`config.mk`:
```
export PLATFORM = sky130hd
export DESIGN_NAME = rptr_empty_lvl
export DESIGN_NICKNAME = d
export VERILOG_FILES = /design/src/rtl/rptr_empty_pkg.sv /design/src/rtl/rptr_empty_lvl_ptr_sync.sv /design/src/rtl/rptr_empty_lvl.sv
export SDC_FILE = /design/constraint.sdc
export NUM_CORES = 1
export LEC_CHECK = 0
export ABC_AREA = 1
export CAP_MARGIN = 20
export CORE_ASPECT_RATIO = 0.8
export CORE_MARGIN = 1
export CORE_UTILIZATION = 45
export DETAILED_ROUTE_END_ITERATION = 6
export PLACE_DENSITY = 0.81
export SYNTH_ARGS = -nofsm -noshare
export SYNTH_HDL_FRONTEND = slang
export SYNTH_SLANG_ARGS = --single-unit
```
`constraint.sdc`:
```
create_clock -name rclk -period 4.1 [get_ports rclk]
set_input_delay 0.82 -clock rclk [delete_from_list [all_inputs] [get_ports rclk]]
set_output_delay 0.82 -clock rclk [all_outputs]
set_load 0.005 [all_outputs]
```
`src/rtl/rptr_empty_pkg.sv`:
```
// Shared helpers for the read-side FIFO pointer logic: Gray/binary
// conversion and the synchronizer depth limits.
package rptr_empty_pkg;

   localparam int SYNC_STAGES_MIN = 2;
   localparam int SYNC_STAGES_MAX = 4;

   // Widest pointer the conversion helpers handle; callers zero-extend
   // their pointer into this width and pass the real width alongside.
   localparam int PTR_W_MAX = 32;

   // Binary to Gray over the low 'width' bits; bits above 'width' come back zero.
   function automatic logic [PTR_W_MAX-1:0] bin2gray(input logic [PTR_W_MAX-1:0] bin,
                                                     input int                   width);
      logic [PTR_W_MAX-1:0] masked;
      masked = '0;
      for (int i = 0; i < PTR_W_MAX; i++) begin
         if (i < width) begin
            masked[i] = bin[i];
         end
      end
      return (masked >> 1) ^ masked;
   endfunction

   // Gray to binary over the low 'width' bits: each binary bit is the XOR of
   // all Gray bits at and above it within the width.
   function automatic logic [PTR_W_MAX-1:0] gray2bin(input logic [PTR_W_MAX-1:0] gray,
                                                     input int                   width);
      logic [PTR_W_MAX-1:0] bin;
      bin = '0;
      if (width >= PTR_W_MAX) begin
         bin[PTR_W_MAX-1] = gray[PTR_W_MAX-1];
      end
      for (int i = PTR_W_MAX - 2; i >= 0; i--) begin
         if (i < width) begin
            bin[i] = bin[i+1] ^ gray[i];
         end
      end
      return bin;
   endfunction

endpackage

```
`src/rtl/rptr_empty_lvl_ptr_sync.sv`:
```
// ptr_sync: N-flop multi-bit synchronizer for a Gray-coded pointer crossing
// into this clock domain. Only the last stage is meant to be consumed.
module ptr_sync #(
   parameter int WIDTH  = 5,
   parameter int STAGES = 2
) (
   input  logic             clk,
   input  logic             rst,
   input  logic [WIDTH-1:0] d,
   output logic [WIDTH-1:0] q
);

   logic [WIDTH-1:0] sync_d [STAGES];
   logic [WIDTH-1:0] sync_q [STAGES];

   // Each stage takes the previous one; the first stage samples the async input.
   always_comb begin
      sync_d[0] = d;
      for (int i = 1; i < STAGES; i++) begin
         sync_d[i] = sync_q[i-1];
      end
   end

   // Shift the chain every edge; reset empties it to a zero pointer.
   always_ff @(posedge clk) begin
      if (rst) begin
         for (int i = 0; i < STAGES; i++) begin
            sync_q[i] <= '0;
         end
      end else begin
         for (int i = 0; i < STAGES; i++) begin
            sync_q[i] <= sync_d[i];
         end
      end
   end

   assign q = sync_q[STAGES-1];

endmodule

```
`src/rtl/rptr_empty_lvl.sv`:
```
// rptr_empty_lvl: read-domain pointer and status for the async FIFO.
// Keeps binary/Gray read pointers, and registers empty, almost-empty and
// fill level from a locally synchronized copy of the write pointer.
// Optional feature macro RPTR_EMPTY_UNDERFLOW_EN adds ruf_clr/runderflow,
// a sticky flag for reads attempted while empty.
module rptr_empty_lvl
   import rptr_empty_pkg::*;
#(
   parameter int ADDRSIZE    = 4,
   parameter int SYNC_STAGES = 2
) (
   input  logic                rclk,
   input  logic                rrst,
   input  logic [ADDRSIZE:0]   wptr,
   input  logic                rinc,
   input  logic [ADDRSIZE:0]   aempty_thresh,
`ifdef RPTR_EMPTY_UNDERFLOW_EN
   input  logic                ruf_clr,
   output logic                runderflow,
`endif
   output logic [ADDRSIZE-1:0] raddr,
   output logic [ADDRSIZE:0]   rptr,
   output logic                rempty,
   output logic                raempty,
   output logic [ADDRSIZE:0]   rlevel
);

   localparam int PTR_W = ADDRSIZE + 1;

   if (SYNC_STAGES < SYNC_STAGES_MIN || SYNC_STAGES > SYNC_STAGES_MAX) begin : g_bad_stages
      $error("rptr_empty_lvl: SYNC_STAGES must be within 2..4");
   end

   logic [ADDRSIZE:0] rq2_wptr;
   logic [ADDRSIZE:0] wbin;
   logic              rd_ok;

   logic [ADDRSIZE:0] rbin_d,    rbin_q;
   logic [ADDRSIZE:0] rptr_d,    rptr_q;
   logic              rempty_d,  rempty_q;
   logic              raempty_d, raempty_q;
   logic [ADDRSIZE:0] rlevel_d,  rlevel_q;
`ifdef RPTR_EMPTY_UNDERFLOW_EN
   logic              ruf_d,     ruf_q;
`endif

   ptr_sync #(
      .WIDTH  (PTR_W),
      .STAGES (SYNC_STAGES)
   ) u_wptr_sync (
      .clk (rclk),
      .rst (rrst),
      .d   (wptr),
      .q   (rq2_wptr)
   );

   // Next pointer, Gray code, level and flags, all derived from the post-read pointer.
   always_comb begin
      rd_ok     = rinc & ~rempty_q;
      rbin_d    = rbin_q + {{ADDRSIZE{1'b0}}, rd_ok};
      rptr_d    = PTR_W'(bin2gray(PTR_W_MAX'(rbin_d), PTR_W));
      wbin      = PTR_W'(gray2bin(PTR_W_MAX'(rq2_wptr), PTR_W));
      rlevel_d  = wbin - rbin_d;
      rempty_d  = (rptr_d == rq2_wptr);
      raempty_d = (rlevel_d <= aempty_thresh);
`ifdef RPTR_EMPTY_UNDERFLOW_EN
      ruf_d     = (rinc & rempty_q) | (ruf_q & ~ruf_clr);
`else
      // Without the underflow flag an ignored read simply leaves no trace.
`endif
   end

   // Register pointers and status; reset returns to an empty FIFO at address 0.
   always_ff @(posedge rclk) begin
      if (rrst) begin
         rbin_q    <= '0;
         rptr_q    <= '0;
         rempty_q  <= 1'b1;
         raempty_q <= 1'b1;
         rlevel_q  <= '0;
`ifdef RPTR_EMPTY_UNDERFLOW_EN
         ruf_q     <= 1'b0;
`endif
      end else begin
         rbin_q    <= rbin_d;
         rptr_q    <= rptr_d;
         rempty_q  <= rempty_d;
         raempty_q <= raempty_d;
         rlevel_q  <= rlevel_d;
`ifdef RPTR_EMPTY_UNDERFLOW_EN
         ruf_q     <= ruf_d;
`endif
      end
   end

   assign raddr   = rbin_q[ADDRSIZE-1:0];
   assign rptr    = rptr_q;
   assign rempty  = rempty_q;
   assign raempty = raempty_q;
   assign rlevel  = rlevel_q;
`ifdef RPTR_EMPTY_UNDERFLOW_EN
   assign runderflow = ruf_q;
`endif

endmodule

```
==> results of run 1 <==
state kept, by name, summed over array words and instances (netlist names):
register,cells
raempty,1
rempty,1
rptr,4
rbin_q,5
rlevel,5
u_wptr_sync.sync_q,10
routing by layer:
layer,share of wire,vias up,GRT usage
met2,0.41,34,0.253
met1,0.53,470,0.233
li1,-,618,-
met4,0.0087,0,0.0349
met5,0,-,0
met3,0.056,4,0.0409
critical path, cell delays in order:
cell	delay, ps
clkdlybuf4s50_1	450
inv_1	30
nor2_1	130
ha_1	230
nand2_1	90
nand2_1	170
inv_1	100
fa_1	440
nor2_1	180
nor2_1	60
nor2_1	80
nor2_1	50
xnor2_1	130
ha_1	310
nand4_1	130
o221ai_1	180
o211ai_1	110
area by class of cell:
type                       instances  area (sq um)  area share
inverter                          36           135      0.0801
clock inverter                     1          30.0      0.0178
sequential                        26           520       0.308
timing repair buffer              29           288       0.170
multi-input combinational        116           644       0.382
tap                               38          47.5      0.0282
clock buffer                       3          22.5      0.0133
placed cells by master (no fill, tap or decap), drive strengths merged:
cell           instances
fa                     1
a21oi                  7
inv                   36
bufinv                 1
nand2                 40
nand4                  2
clkbuf                 3
ha                    11
o221ai                 1
buf                    1
o21ai                  3
and2                   1
clkdlybuf4s50         28
nor2                  27
xnor2                  1
o211ai                 1
dfxtp                 26
xor2                   5
nand3                 15
nor3                   1
kinds of logic after synthesis:
group,count (synthesis),synth area share
AO/OA/AOI/OAI,12,0.0507
XOR/XNOR,6,0.0517
adder cells (fa/ha/maj),12,0.121
buffers and inverters,38,0.109
flip-flops,26,0.398
AND/OR/NAND/NOR,86,0.270
final timing paths:
kind                                 start  slack (ps)  cells past startpoint                       end
setup reg to reg  u_wptr_sync.sync_q[0][9]         940                     16                   raempty
hold reg to reg   u_wptr_sync.sync_q[0][3]         410                      2  u_wptr_sync.sync_q[0][8]
setup / recovery                      rinc         630                     17                   raempty
hold / removal    u_wptr_sync.sync_q[0][3]         410                      2  u_wptr_sync.sync_q[0][8]
stage by stage:
stage | hold WS [ps] | cells | cell area [sq um] | utilization | setup WS, ps
detailed placement | 392 | 245 | 1640 | 0.591 | 286
finish | 410 | 249 | 1690 | 0.610 | 626
global placement | 389 | 245 | 1640 | 0.591 | 366
CTS | 411 | 249 | 1690 | 0.610 | 628
floorplan | 388 | 180 | 1310 | - | 977
global route | 428 | 249 | 1690 | 0.610 | 286
power by group through the flow:
stage	Sequential, mW	Combinational (mW)	Clock, mW
after floorplan	0.290	0.0957	0
after global placement	0.288	0.162	0
after detailed placement	0.288	0.166	0
after CTS	0.282	0.167	0.178
after global routing	0.285	0.191	0.189
final	0.282	0.165	0.173
==> out/results.tsv, run 1 <==
metric	value	unit
Async S/R FF share, synth	0	
top_reg_cell synth	dfxtp_1	
most common cell in the netlist	nand2_1	
vias	1126	
Via density	4.52	
Cell Rows	17	
Clk pwr share	0.279	
Gate power share	0.266	
Synth Area per Inst	7.26	sq um
n_diodes	0	
Residual DRC	0	
Cells after Synth	180	
setup TNS	0	ps
Post-Syn Area	1310	sq um
post-synth top area share	0.398	
startpoint types	input pin	
Hold-fix buffers, CTS	0	
post-layout min period	3470	ps
gr usage total	0.164	
DRT Wirelength	2290	um
Die Area	3130	sq um
leading area contributor after synthesis	dfxtp_1	
fill cell count	253	
core area	2770	sq um
total power	0.620	mW
EDFF count, synth	0	
Hold Path Class	flip-flop to flip-flop	
Clock Skews	2.15	ps
first-pass GRT wire length	4040	um
final count of hold timing violations	0	
switching power	0.162	mW
CTS root buf	clkbuf_4	
Initial Util	0.473	
Worst EP arrival	3690	ps
pwr dens	368	nW/um^2
DR pass1 iterations	4	
Sw Share	0.261	
clock buffer count from CTS	3	
initial antenna violation count	0	
Setup Buffers After CTS	0	
Mapped Nets	205	
synth warn	0	
Max Freq	0.288	GHz
Pint	0.458	mW
worst-margin pin slew	836	ps
Max Cap Violations	0	
layout cells sized above 1	0.0379	
global route overflow	0	
clock sinks	26	
final setup fails	0	
die extent in y	50.2	um
clock buffer depth	2	
Crit Path Category	input pin to flip-flop	
ranking of synthesized cells by area	dfxtp_1 40%, nand2_1 11%, ha_1 11%	
Final Cycle Share	0.847	
vias in the first global route	974	
area growth from synthesis to final layout	29.1	%
Crit Path Max Fanout	5	
RSZ-0062 raised after global routing	false	
Lkg Pwr	0.823	nW
die width	62.3	um
CTS tree	done	
Antenna Nets Post-Route	0	
status	finished, final reports clean	
FF+latch count, synth	26	
Seq pwr share	0.455	
Synth cell types	20	
nets	237	
PortBufs	28	
DRT iter0 DRCs	37	
IO Count	29	
routability cong.	0.862	
post-cts sizing count	0	
Clk pin slew, worst setup/hold paths	130	ps
worst ir drop on vdd	0.292	mV
Final Max Slew Viols	0	
critical path capture point type	flip-flop	
worst path required time	4320	ps
relative slew slack	0.441	
Final HPWL DP	1850	um
sequential area share after synthesis	0.398	
largest net degree at the start of global routing	25	
worst skew pair latency	320	ps
wire per inst	9.19	um
Synth top cells by count	39 x nand2_1, 36 x inv_1, 27 x nor2_1	
htree depth	1	
Power figures use the tool's default switching activity.
==> run 2, diff against run 1 <==
--- a/config.mk
+++ b/config.mk
@@ -9,9 +9,9 @@
 export CAP_MARGIN = 20
 export CORE_ASPECT_RATIO = 0.8
 export CORE_MARGIN = 1
-export CORE_UTILIZATION = 45
+export CORE_UTILIZATION = 44
 export DETAILED_ROUTE_END_ITERATION = 6
-export PLACE_DENSITY = 0.81
+export PLACE_DENSITY = 0.83
 export SYNTH_ARGS = -nofsm -noshare
 export SYNTH_HDL_FRONTEND = slang
 export SYNTH_SLANG_ARGS = --single-unit
==> constraint.sdc (replaced) <==
create_clock -name rclk -period 2.9 [get_ports rclk]
set_input_delay 0.58 -clock rclk [delete_from_list [all_inputs] [get_ports rclk]]
set_output_delay 0.58 -clock rclk [all_outputs]
set_load 0.005 [all_outputs]
==> out/results.tsv, run 2 (synthesis results as in run 1) <==
metric	value	unit
status	finished with violations	
failing checks	negative setup slack	
most frequent cells in the layout	39 x nand2_1, 34 x inv_1, 27 x clkdlybuf4s50_1	
die extent in y	50.8	um
Crit Path Category	flip-flop to flip-flop	
gr usage total	0.202	
Post-DP Area	1760	sq um
Worst EP arrival	3240	ps
Antenna Nets Post-Route	0	
worst ir drop on vdd	0.342	mV
global route overflow	0	
vias in the first global route	1143	
Final Max Slew Viols	0	
CTS root buf	clkbuf_8	
Via density	4.61	
Clk pin slew, worst setup/hold paths	90	ps
Initial Util	0.469	
Hold Path Class	flip-flop to flip-flop	
fin cells	268	
fill cell count	213	
clock buffer depth	2	
nets	256	
layout cells sized above 1	0.178	
relative slew slack	0.752	
IO Count	29	
worst hold path stage count	2	
die width	62.9	um
clock sinks	26	
startpoint types	flip-flop	
worst reg2reg path depth	16	
worst-margin pin slew	370	ps
clock buffer count from CTS	3	
Cell Rows	17	
post-layout min period	3080	ps
Max Freq	0.325	GHz
largest net degree at the start of global routing	16	
final count of hold timing violations	0	
pwr dens	495	nW/um^2
Max Cap Violations	0	
Final Cycle Share	1.06	
DRT Wirelength	2910	um
core area	2790	sq um
DRT iter0 DRCs	56	
Final HPWL DP	2050	um
DR pass1 iterations	4	
Lkg Pwr	0.912	nW
Biggest register	u_wptr_sync.sync_q	
final setup fails	1	
vias	1235	
worst skew pair latency	270	ps
routability cong.	0.906	
post-route cell area	1930	sq um
critical path capture point type	flip-flop	
first-pass GRT wire length	5020	um
Residual DRC	0	
PortBufs	28	
worst path required time	3060	ps
area growth from synthesis to final layout	47.9	%
Clock Skews	5.75	ps
Die Area	3190	sq um
initial antenna violation count	0	
wire per inst	10.9	um
Inst Count DP	261	
dpl ws	-598	ps
hold_ws	401	ps
RSZ-0062 raised after global routing	true	
post-route setup slack	-178	ps
most common cell after layout, fill and taps aside	nand2_1	
CTS tree	done	
n_diodes	0	
max reg flops	10	
Crit Path Max Fanout	3	
final core area utilization	0.694	
htree depth	1	
==> run 2: changes by cell type in the layout (fill, tap and decap cells not counted), moves of 3 or more <==
cell / previous run / this run
clkbuf_8: 0 / 4
buf_4: 1 / 20
ha_1: 11 / 6
ha_4: 0 / 4
clkbuf_4: 3 / 0
==> run 2: path summary, 6_finish.rpt <==
check / startpoint / endpoint / slack, ps
min reg2reg: u_wptr_sync.sync_q[0][3] / u_wptr_sync.sync_q[0][8] / 400
max: u_wptr_sync.sync_q[0][8] / raempty / -180
max reg2reg: u_wptr_sync.sync_q[0][8] / raempty / -180
min: u_wptr_sync.sync_q[0][3] / u_wptr_sync.sync_q[0][8] / 400
==> run 2: through the flow <==
| stage | TNS, ps | total power, mW |
|---|---|---|
| final | -178 | 0.958 |
| after global routing | -313 | 1.01 |
| after CTS | 0 | 0.939 |
| after detailed placement | -640 | 0.670 |
| after global placement | -421 | 0.664 |
| after floorplan | 0 | 0.545 |
==> run 2: power by group <==
part	switching [mW]	internal (mW)	total, mW
clock	0.109	0.121	0.230
sequential	0.0148	0.386	0.401
combinational	0.149	0.177	0.326
==> run 2: timing repair <==
| action | in CTS | in global routing |
|---|---|---|
| hold buffers | 0 | 0 |
| endpoints found under the setup margin | 1 | 1 |
| pin swaps | 15 | 7 |
| buffers inserted | 3 | 0 |
| resized for setup | 15 | 8 |
==> run 2: area by class of cell <==
cell class	count	area, sq um	share of cell area
timing repair buffer	48	429	0.222
sequential	26	528	0.273
clock buffer	4	55.1	0.0285
inverter	36	135	0.0699
tap	38	47.5	0.0246
multi-input combinational	116	739	0.382
==> run 2: critical path, stage by stage (launching register included) <==
cell,delay (ps)
dfxtp_4,370
xor2_4,200
xor2_2,270
xor2_2,140
nand2_1,80
nand2_1,60
ha_2,200
fa_2,370
nor2_4,110
nor2_1,50
nor2_1,110
nor2_1,80
xnor2_1,150
ha_1,320
nand4_1,170
o221ai_2,180
o211ai_1,110
==> run 2: per-layer routing <==
metal  up-vias  GRT usage  part of all wire
met3         2     0.0477             0.061
met4         0     0.0388            0.0058
li1        649          -                 -
met1       541      0.272              0.48
met2        43      0.332              0.46
met5         -          0                 0
